File: src/rtl/ltssm_pkg.sv
// Shared LTSSM definitions: TS symbol constants, symbol indices,
// TS type and receiver state encodings, decoded field bundle.
package ltssm_pkg;

   localparam logic [7:0] COM    = 8'hBC;
   localparam logic [7:0] TS1_ID = 8'h4A;
   localparam logic [7:0] TS2_ID = 8'h45;
   localparam logic [7:0] PAD    = 8'hF7;

   localparam int SYM_LINK  = 1;
   localparam int SYM_LANE  = 2;
   localparam int SYM_NFTS  = 3;
   localparam int SYM_RATE  = 4;
   localparam int SYM_CTRL  = 5;
   localparam int SYM_ID_LO = 6;
   localparam int NUM_SYM   = 16;

   localparam int TMO_W = 16;

   typedef enum logic [1:0] {
      TS_NONE = 2'b00,
      TS_T1   = 2'b01,
      TS_T2   = 2'b10
   } ts_type_e;

   typedef enum logic [1:0] {
      RX_IDLE  = 2'b00,
      RX_RUN   = 2'b01,
      RX_MATCH = 2'b10
   } rx_state_e;

   typedef struct packed {
      logic [7:0] link;
      logic [7:0] lane;
      logic [7:0] nfts;
      logic [7:0] rate;
      logic [7:0] ctrl;
   } ts_fields_t;

   function automatic logic [7:0] ts_sym(
      input logic [127:0] ts,
      input int           k
   );
      return ts[8*k +: 8];
   endfunction

endpackage

File: src/rtl/ts_decode.sv
// Combinational TS format check and field extraction.
// Ports: ts (128-bit word in), well_formed, ts_type, fields (out).
module ts_decode
   import ltssm_pkg::*;
(
   input  logic [127:0] ts,
   output logic         well_formed,
   output ts_type_e     ts_type,
   output ts_fields_t   fields
);

   logic [7:0] id;
   logic       ids_eq;

   always_comb begin
      id     = ts_sym(ts, SYM_ID_LO);
      ids_eq = 1'b1;
      for (int k = SYM_ID_LO + 1; k < NUM_SYM; k++) begin
         if (ts_sym(ts, k) != id) ids_eq = 1'b0;
      end
      ts_type = TS_NONE;
      unique case (1'b1)
         (id == TS1_ID): ts_type = TS_T1;
         (id == TS2_ID): ts_type = TS_T2;
         default:        ts_type = TS_NONE;
      endcase
      well_formed = (ts_sym(ts, 0) == COM) && ids_eq &&
                    (ts_type != TS_NONE);
      fields.link = ts_sym(ts, SYM_LINK);
      fields.lane = ts_sym(ts, SYM_LANE);
      fields.nfts = ts_sym(ts, SYM_NFTS);
      fields.rate = ts_sym(ts, SYM_RATE);
      fields.ctrl = ts_sym(ts, SYM_CTRL);
   end

endmodule

File: src/rtl/ts_rcv.sv
// Per-lane TS receiver: validates TS words, tracks identical runs.
// Ports: clk, rst, ts_i/ts_i_vld, ts_clr in; rx_* fields/pulses,
// consec_cnt and ts_match out, all registered.
module ts_rcv
   import ltssm_pkg::*;
#(
   parameter int MATCH_CNT   = 8,
   parameter int TIMEOUT_CYC = 1024,
   parameter int CNT_W       = 8
) (
   input  logic             clk,
   input  logic             rst,
   input  logic [127:0]     ts_i,
   input  logic             ts_i_vld,
   input  logic             ts_clr,
   output logic             rx_vld,
   output logic [1:0]       rx_type,
   output logic [7:0]       rx_link,
   output logic [7:0]       rx_lane,
   output logic [7:0]       rx_nfts,
   output logic [7:0]       rx_rate,
   output logic [7:0]       rx_ctrl,
   output logic [CNT_W-1:0] consec_cnt,
   output logic             ts_match,
   output logic             rx_err,
   output logic             rx_timeout
);

   localparam logic [CNT_W-1:0] MATCH_V = CNT_W'(MATCH_CNT);
   localparam logic [CNT_W-1:0] CNT_MAX = '1;
   // Counter value one edge before it would read TIMEOUT_CYC-1.
   localparam logic [TMO_W-1:0] TMO_LAST = TMO_W'(TIMEOUT_CYC - 2);

   logic       dec_ok;
   ts_type_e   dec_type;
   ts_fields_t dec_f;

   ts_decode u_dec (
      .ts          (ts_i),
      .well_formed (dec_ok),
      .ts_type     (dec_type),
      .fields      (dec_f)
   );

   rx_state_e        state, state_nxt;
   logic [119:0]     ref_q, ref_nxt;
   logic [TMO_W-1:0] tmo_q, tmo_nxt;
   logic [CNT_W-1:0] cnt_nxt;
   logic             vld_nxt, err_nxt, tmo_p_nxt;
   logic             upd;
   logic             same;

   assign same = (ts_i[127:8] == ref_q);

   always_ff @(posedge clk) begin
      if (rst) begin
         state      <= RX_IDLE;
         ref_q      <= '0;
         tmo_q      <= '0;
         consec_cnt <= '0;
         ts_match   <= 1'b0;
         rx_vld     <= 1'b0;
         rx_err     <= 1'b0;
         rx_timeout <= 1'b0;
         rx_type    <= 2'b00;
         rx_link    <= '0;
         rx_lane    <= '0;
         rx_nfts    <= '0;
         rx_rate    <= '0;
         rx_ctrl    <= '0;
      end else begin
         state      <= state_nxt;
         ref_q      <= ref_nxt;
         tmo_q      <= tmo_nxt;
         consec_cnt <= cnt_nxt;
         ts_match   <= (state_nxt == RX_MATCH);
         rx_vld     <= vld_nxt;
         rx_err     <= err_nxt;
         rx_timeout <= tmo_p_nxt;
         if (upd) begin
            rx_type <= dec_type;
            rx_link <= dec_f.link;
            rx_lane <= dec_f.lane;
            rx_nfts <= dec_f.nfts;
            rx_rate <= dec_f.rate;
            rx_ctrl <= dec_f.ctrl;
         end
      end
   end

   always_comb begin
      state_nxt = state;
      ref_nxt   = ref_q;
      tmo_nxt   = tmo_q;
      cnt_nxt   = consec_cnt;
      vld_nxt   = 1'b0;
      err_nxt   = 1'b0;
      tmo_p_nxt = 1'b0;
      upd       = 1'b0;
      if (ts_clr) begin
         state_nxt = RX_IDLE;
         cnt_nxt   = '0;
         tmo_nxt   = '0;
      end else if (ts_i_vld) begin
         tmo_nxt = '0;
         if (dec_ok) begin
            vld_nxt = 1'b1;
            upd     = 1'b1;
            ref_nxt = ts_i[127:8];
            if (state != RX_IDLE && same) begin
               if (consec_cnt != CNT_MAX) cnt_nxt = consec_cnt + 1'b1;
            end else begin
               cnt_nxt = {{(CNT_W-1){1'b0}}, 1'b1};
            end
            state_nxt = (cnt_nxt >= MATCH_V) ? RX_MATCH : RX_RUN;
         end else begin
            err_nxt   = 1'b1;
            cnt_nxt   = '0;
            state_nxt = RX_IDLE;
         end
      end else if (state != RX_IDLE) begin
         if (tmo_q == TMO_LAST) begin
            tmo_p_nxt = 1'b1;
            tmo_nxt   = '0;
            cnt_nxt   = '0;
            state_nxt = RX_IDLE;
         end else begin
            tmo_nxt = tmo_q + 1'b1;
         end
      end
   end

endmodule

File: config.mk
export PLATFORM = sky130hd
export DESIGN_NAME = ts_rcv
export DESIGN_NICKNAME = d
export VERILOG_FILES = /design/src/rtl/ltssm_pkg.sv /design/src/rtl/ts_decode.sv /design/src/rtl/ts_rcv.sv
export SDC_FILE = /design/constraint.sdc
export NUM_CORES = 1
export LEC_CHECK = 0
export BUFFER_PORTS_ARGS = -buffer_cell sky130_fd_sc_hd__clkbuf_2
export CORE_ASPECT_RATIO = 2
export CORE_MARGIN = 2
export CORE_UTILIZATION = 55
export DETAILED_ROUTE_END_ITERATION = 6
export PLACE_DENSITY_LB_ADDON = 0.3
export SETUP_SLACK_MARGIN = 0.15
export SLEW_MARGIN = 20
export SYNTH_ARGS = -nofsm -noshare
export SYNTH_HDL_FRONTEND = slang
export SYNTH_SLANG_ARGS = --single-unit
File: constraint.sdc
create_clock -name clk -period 4.1 [get_ports clk]
set_input_delay 0.615 -clock clk [delete_from_list [all_inputs] [get_ports clk]]
set_output_delay 0.615 -clock clk [all_outputs]
set_load 0.05 [all_outputs]
==> results.yml, run 1 <==
status:
  status: "complete, no violations"
final_layout:
  nFillCells: 1360
  syn_to_final_growth_pct: 17.73
  final_layout_size_suffix_gt1_share_pct: 20.08
  finalCoreUtilization_pct: 65.60
  final_net_count: 1350
  antenna_cells: 0
  stdcell_count: 1426
synthesis:
  synth_compound_area_share_pct: 16.29
  synth.net_count: 1192
  synth_seq_cells: 192
  synth.cell_area_um2: 8746
  synth_flop_cell: "dfxtp_1"
  seq_area_frac_synth_pct: 43.95
  synth-simple-area-share_pct: 23.58
  syn_area_per_cell_um2: 8.274
  synthCells: 1057
  ys_warn_count: 0
  synthMuxAreaShare_pct: 0.4578
  synth-edff-count: 0
  synth_fa_ha_area_share_pct: 0.4292
  synth_top_family_by_area: "simple AND/OR/NAND/NOR gates"
  yosys.area_share.xor_xnor_pct: 8.612
  synthArstFlopShare_pct: 0
  yosysUniqueCellTypes: 55
floorplanning:
  die-width_um: 93.17
  fp.coreArea_um2: 15700
  start_util_pct: 55.72
  core.rowCount: 65
  die_area_um2: 16990
  die_h_um: 182.3
  io_pins: 186
cts:
  postCtsSetupBuffers: 0
  cts-root-buf: "clkbuf_16"
  clk_latency_ps: 430
  cts_tree: "done"
  ctsLongestPathBuffers: 2
  htree_levels: 4
  ctsHoldBuffers: 0
  clk_pin_slew_ps: 70
  cts_buffers: 17
  postCtsResizedCells: 0
  cts_sinks: 192
drt:
  drc: 0
  viasPerCell: 5.834
  via_count: 8319
  wl_mm: 26.92
  dr.pass1.iters: 6
  drt-initial-drc-count: 610
  postRouteAntennaNets: 0
  wire_per_inst_um: 18.88
placed_design:
  dpl.cell_count: 1397
  place_hpwl_mm: 20.37
  dp_slack_ps: 468.9
  place.gp.congestion: 0.9622
  port_buffers: 185
critical_path:
  crit_slowest_cell: "or4_1"
  arrival_ps: 3520
  criticalPathCategory: "input pin to flip-flop"
  crit_chain: "clkbuf_2, or4_1, mux2i_1, nand4_1, or4_4, or4_4, buf_4, nand2_1, a21oi_1"
  crit_required_ps: 4360
  worstPathMaxFanout: 79
  reg2reg_to: "ts_match"
  setup.worst_path.end: "rx_lane[4]"
  critPathCaptureType: "flip-flop"
  r2r-start: "ref_q[4]"
  critPathMaxStageDelay_ps: 500
  critPathLaunch: "ts_i[50]"
  start_kind: "input pin"
  rrSetupSlack_ps: 1370
  rr_worst_depth: 8
  cpMostUsedCell: "or4_4"
job:
  maxCapViolations: 0
sta:
  fmax_mhz: 307.1
  rsz0062_at_grt: "false"
  worstMarginPinSlew_ps: 1122
  setup_violations: 0
  holdWs_ps: 443.0
  finalClockSkew_ps: 9.378
  slew_headroom_pct: 25.23
  slew_violations: 0
  fin_crit_sh_pct: 79.42
  finalCriticalPeriod_ps: 3256
  setup_ws_ps: 843.9
  hold_viol_final: 0
  fin_tns_setup_ps: 0
min_path:
  hold_class: "input pin to flip-flop"
pwr:
  cellLeakagePower_uw: 0.003941
  swShare_pct: 24.03
  p_int_uw: 2858
  seqPwrFrac_pct: 49.6
  peakVddDrop_mv: 0.3602
  powerDensity_nw_per_um2: 365.4
  pwr-share-comb_pct: 7.3
  p_sw_uw: 903.9
  clkPwrFrac_pct: 43.2
global_routing:
  grt.overflow.total: 0
  grt_pass1_vias: 8045
  antenna_found_initial: 0
  grt_first_pass_wirelength_mm: 41.37
  track_usage_pct: 31.81
  grt_max_degree: 109
## cells in the mapped netlist (5+ instances only)
cell type	n	area share (%)
xor2_1	43	4.3
buf_6	10	1.3
xnor2_1	43	4.3
and2_1	23	1.6
nor4_1	23	1.6
nor4b_1	6	0.60
nor2_1	41	1.8
or4_1	6	0.51
dfxtp_1	192	44
nand4_1	38	2.7
nor3_1	20	1.1
a21oi_2	10	1.0
a21oi_1	127	7.3
o2bb2ai_1	10	1.0
or3_1	6	0.43
nand2_1	186	8.0
nand2b_1	8	0.57
nand3_1	16	0.92
o21ai_0	8	0.46
a221oi_1	9	0.90
and3_1	9	0.64
inv_1	73	3.1
o2111ai_1	6	0.60
clkbuf_1	40	1.7
o22ai_1	22	1.6
buf_2	5	0.29
nor2b_1	15	1.1
## stage by stage
stage               instance area [µm²]  power [µW]
floorplan                          8746        2020
CTS                               10300        3780
detailed placement                 9731        2173
global placement                   9731        2172
global route                      10300        3866
finish                            10300        3762
## power groups by stage
stage / registers, µW / clock network [µW] / logic (µW)
CTS: 1860 / 1650 / 268
floorplan: 1910 / 0 / 112
global route: 1860 / 1710 / 289
detailed placement: 1910 / 0 / 265
finish: 1860 / 1620 / 273
global placement: 1910 / 0 / 264
## sequential cells by signal, indices dropped and copies added (netlist names)
name        flops
ref_q         120
tmo_q          16
consec_cnt      8
rx_ctrl         8
rx_lane         8
rx_link         8
rx_nfts         8
rx_rate         8
rx_type         2
state           2
rx_err          1
rx_timeout      1
rx_vld          1
ts_match        1
## layer usage
metal / vias up / share of wire [%] / global-route usage (%)
li1: 3975 / - / -
met1: 3895 / 36 / 34.37
met2: 348 / 50 / 55.19
met3: 101 / 6.9 / 6.276
met4: 0 / 6.9 / 21.06
met5: - / 0 / 0
## cells in the final DEF (no fill, tap or decap), types with 4 or more instances in the layout
cell type,Yosys,routed
a2111o_1,4,4
a2111oi_0,4,4
a21oi_1,127,127
a21oi_2,10,10
a221oi_1,9,9
a2bb2o_1,4,4
and2_1,23,23
and3_1,9,9
and4_1,4,4
buf_4,3,12
clkbuf_16,0,17
clkbuf_2,0,184
clkinv_4,0,4
dfxtp_1,192,192
inv_1,73,73
mux2i_1,4,4
nand2_1,186,186
nand2b_1,8,8
nand3_1,16,16
nand4_1,38,38
nor2_1,41,41
nor2b_1,15,15
nor3_1,20,20
nor4_1,23,21
nor4b_1,6,6
o2111ai_1,6,6
o21ai_0,8,8
o22ai_1,22,22
o2bb2ai_1,10,10
or3_1,6,6
or4_1,6,6
xnor2_1,43,43
xor2_1,43,43
## how the worst min path moves through the flow
stage / slack [ps] / cells past startpoint / start / end
after floorplan: 430 / 2 / ref_q[0] / ref_q[0]
after global placement: 440 / 2 / ref_q[6] / ref_q[6]
after detailed placement: 450 / 2 / rx_nfts[4] / rx_nfts[4]
after CTS: 430 / 3 / ts_i[26] / rx_nfts[2]
after global routing: 450 / 3 / ts_i[23] / ref_q[15]
final: 440 / 3 / ts_i[26] / rx_nfts[2]
## kinds of logic (layout without fill, tap and decap cells)
kind of cell / Yosys count / after routing
AO/OA/AOI/OAI: 227 / 227
XOR/XNOR: 86 / 86
adder cells (fa/ha/maj): 3 / 3
buffers and inverters: 131 / 299
flip-flops: 192 / 192
multiplexers: 4 / 4
AND/OR/NAND/NOR: 414 / 414
## layout make-up
type | count | area (µm²) | share of cell area, %
clock inverter | 12 | 140.1 | 1.361
multi-input combinational | 734 | 4330 | 42.06
tap | 201 | 251.5 | 2.443
inverter | 73 | 274.0 | 2.661
sequential | 192 | 3844 | 37.33
timing repair buffer | 197 | 1031 | 10.01
clock buffer | 17 | 425.4 | 4.132
## critical path, delay by kind of cell
family / cells / cell delay, ps
mux: 1 / 340
simple gates: 5 / 1840
compound gates: 1 / 80
buf+inv: 2 / 580
Note: power is estimated with default switching activity, not from simulation.
==> run 2, diff against run 1 <==
--- a/config.mk
+++ b/config.mk
@@ -8,7 +8,7 @@
 export BUFFER_PORTS_ARGS = -buffer_cell sky130_fd_sc_hd__clkbuf_2
 export CORE_ASPECT_RATIO = 2
 export CORE_MARGIN = 2
-export CORE_UTILIZATION = 55
+export CORE_UTILIZATION = 49
 export DETAILED_ROUTE_END_ITERATION = 6
 export PLACE_DENSITY_LB_ADDON = 0.3
 export SETUP_SLACK_MARGIN = 0.15
==> constraint.sdc (replaced) <==
create_clock -name clk -period 2.7 [get_ports clk]
set_input_delay 0.405 -clock clk [delete_from_list [all_inputs] [get_ports clk]]
set_output_delay 0.405 -clock clk [all_outputs]
set_load 0.05 [all_outputs]
==> run 2 against run 1 <==
Effect of this change:
- highest routed layer unchanged
- sequential share of layout area is 3.2 points lower
- largest cell class unchanged
- clock power grew 55%
- global-route usage down 0.60 points
==> results.yml, run 2 (synthesis gave the netlist of run 1 again) <==
status:
  status: "complete, no violations"
critical_path:
  criticalPathCategory: "input pin to flip-flop"
  critPathCaptureType: "flip-flop"
  critPathLaunch: "ts_i[50]"
  crit_required_ps: 2970
  critPathMaxStageDelay_ps: 580
  start_kind: "input pin"
  cpLargestDelayFamily: "simple AND/OR/NAND/NOR gates"
  cpMostUsedCell: "or4_4"
  crit_slowest_cell: "or4_1"
  arrival_ps: 2890
  cp_num_buf_inv: 2
  r2r-start: "ref_q[9]"
  worstPathMaxFanout: 50
  crit_chain: "clkbuf_4, and3_1, o2111ai_1, or4_1, or4_4, or4_4, buf_12, nand2_1, a21oi_1"
final_layout:
  final_cell_mix: "dfxtp_1, nand2_1, clkbuf_2, a21oi_1, buf_4"
  fin_area_um2: 11280
  top_regs: "ref_q x120, tmo_q x16"
  final_common_cell: "dfxtp_1"
  final_net_count: 1442
  largest_register: "ref_q"
  antenna_cells: 0
  regArea_um2: 3846
  final_layout_size_suffix_gt1_share_pct: 27.27
  syn_to_final_growth_pct: 28.96
  finalCoreUtilization_pct: 64.04
  largest_reg_flops: 120
  multi_input_area_um2: 4473
  nFillCells: 1541
sta:
  hold_viol_final: 0
  fmax_mhz: 382.8
  rsz0062_at_grt: "true"
  setup_violations: 0
  worstMarginPinSlew_ps: 1162
  slew_headroom_pct: 22.55
  finalClockSkew_ps: 10.28
  finalCriticalPeriod_ps: 2613
  slew_violations: 0
  fin_crit_sh_pct: 96.76
cts:
  cts_tree: "done"
  ctsHoldBuffers: 0
  clk_latency_ps: 440
  ctsLongestPathBuffers: 2
  cts-root-buf: "clkbuf_16"
  htree_levels: 4
  clk_pin_slew_ps: 80
  cts_buffers: 17
  cts_sinks: 192
pwr:
  clkPwrFrac_pct: 42.8
  p_int_uw: 4314
  powerDensity_nw_per_um2: 520.0
  cellLeakagePower_uw: 0.004508
  pwr-share-comb_pct: 9.0
  swShare_pct: 26.44
  p_sw_uw: 1551
  peakVddDrop_mv: 0.3710
  seqPwrFrac_pct: 48.2
global_routing:
  antenna_found_initial: 0
  track_usage_pct: 31.21
  grt.overflow.total: 0
  grt_pass1_vias: 8379
  grt_max_degree: 98
  grt_first_pass_wirelength_mm: 45.55
placed_design:
  place_hpwl_mm: 22.87
  dpl-instance-area_um2: 10480
  place.gp.congestion: 0.9395
  port_buffers: 185
drt:
  wire_per_inst_um: 19.64
  dr.pass1.iters: 6
  drc: 0
  via_count: 8779
  drt-initial-drc-count: 518
  wl_mm: 30.11
  postRouteAntennaNets: 0
  viasPerCell: 5.727
floorplanning:
  fp.coreArea_um2: 17610
  die_h_um: 192.9
  start_util_pct: 49.66
  die-width_um: 98.47
  die_area_um2: 19000
  io_pins: 186
  core.rowCount: 69
job:
  maxCapViolations: 0
min_path:
  worstHoldStart: "ts_i[42]"
  hold_class: "input pin to flip-flop"
==> run 2: changes by cell type in the layout (fill, tap and decap cells not counted), sizes merged <==
cell | before | now
clkbuf | 201 | 199
clkinvlp | 3 | 1
inv | 75 | 80
clkinv | 5 | 6
bufinv | 2 | 0
buf | 13 | 108
==> run 2: final cells by class <==
cell class / count / share of cell area (%)
Multi-Input combinational cell: 734 / 39.66
Inverter: 73 / 2.430
Timing Repair Buffer: 289 / 16.24
Tap cell: 213 / 2.363
Clock inverter: 14 / 1.309
Sequential cell: 192 / 34.10
Clock buffer: 18 / 3.894
==> run 2: timing repair <==
item | CTS | global route
setup endpoints to repair | 119 | 133
gates cloned | 0 | 3
resized for setup | 7 | 31
buffers inserted | 0 | 3
pin swaps | 2 | 13
hold endpoints to repair | 0 | 0
==> run 2: worst min-delay path, delay by kind of cell <==
| kind | cells | cell delay [ps] |
|---|---|---|
| compound gates | 1 | 60 |
| simple gates | 1 | 70 |
| buf+inv | 1 | 100 |
==> run 2: worst paths after layout <==
path	to	slack (ps)	cells past startpoint
setup / recovery	rx_rate[2]	90	9
hold / removal	rx_ctrl[2]	230	3
setup reg to reg	consec_cnt[3]	180	8
hold reg to reg	rx_rate[4]	460	2
==> run 2: per-layer routing <==
metal / global-route usage, % / up-vias / wire length, µm
met5: 0 / - / 0
met1: 38.03 / 4126 / 11650
met4: 18.34 / 0 / 1800
li1: - / 4162 / -
met2: 51.83 / 408 / 14470
met3: 5.047 / 83 / 2197
==> run 2: power by group through the flow <==
stage,Clock [µW],Combinational (µW),Sequential [µW]
floorplan,0,176,2900
global placement,0,501,2900
detailed placement,0,502,2900
CTS,2530,508,2830
global route,2630,554,2830
finish,2510,525,2830
==> run 2: metrics by stage <==
| step | TNS [ps] | instances | power (µW) | worst slack, ps | hold WS [ps] |
|---|---|---|---|---|---|
| floorplan | -5005 | 1057 | 3074 | -78.19 | 435.6 |
| global placement | -43460 | 1495 | 3397 | -317.4 | 438.9 |
| detailed placement | -51250 | 1495 | 3399 | -374.1 | 445.6 |
| CTS | 0 | 1527 | 5869 | 99.37 | 222.4 |
| global route | 0 | 1533 | 6017 | 10.21 | 237.0 |
| finish | 0 | 1533 | 5864 | 87.36 | 227.8 |
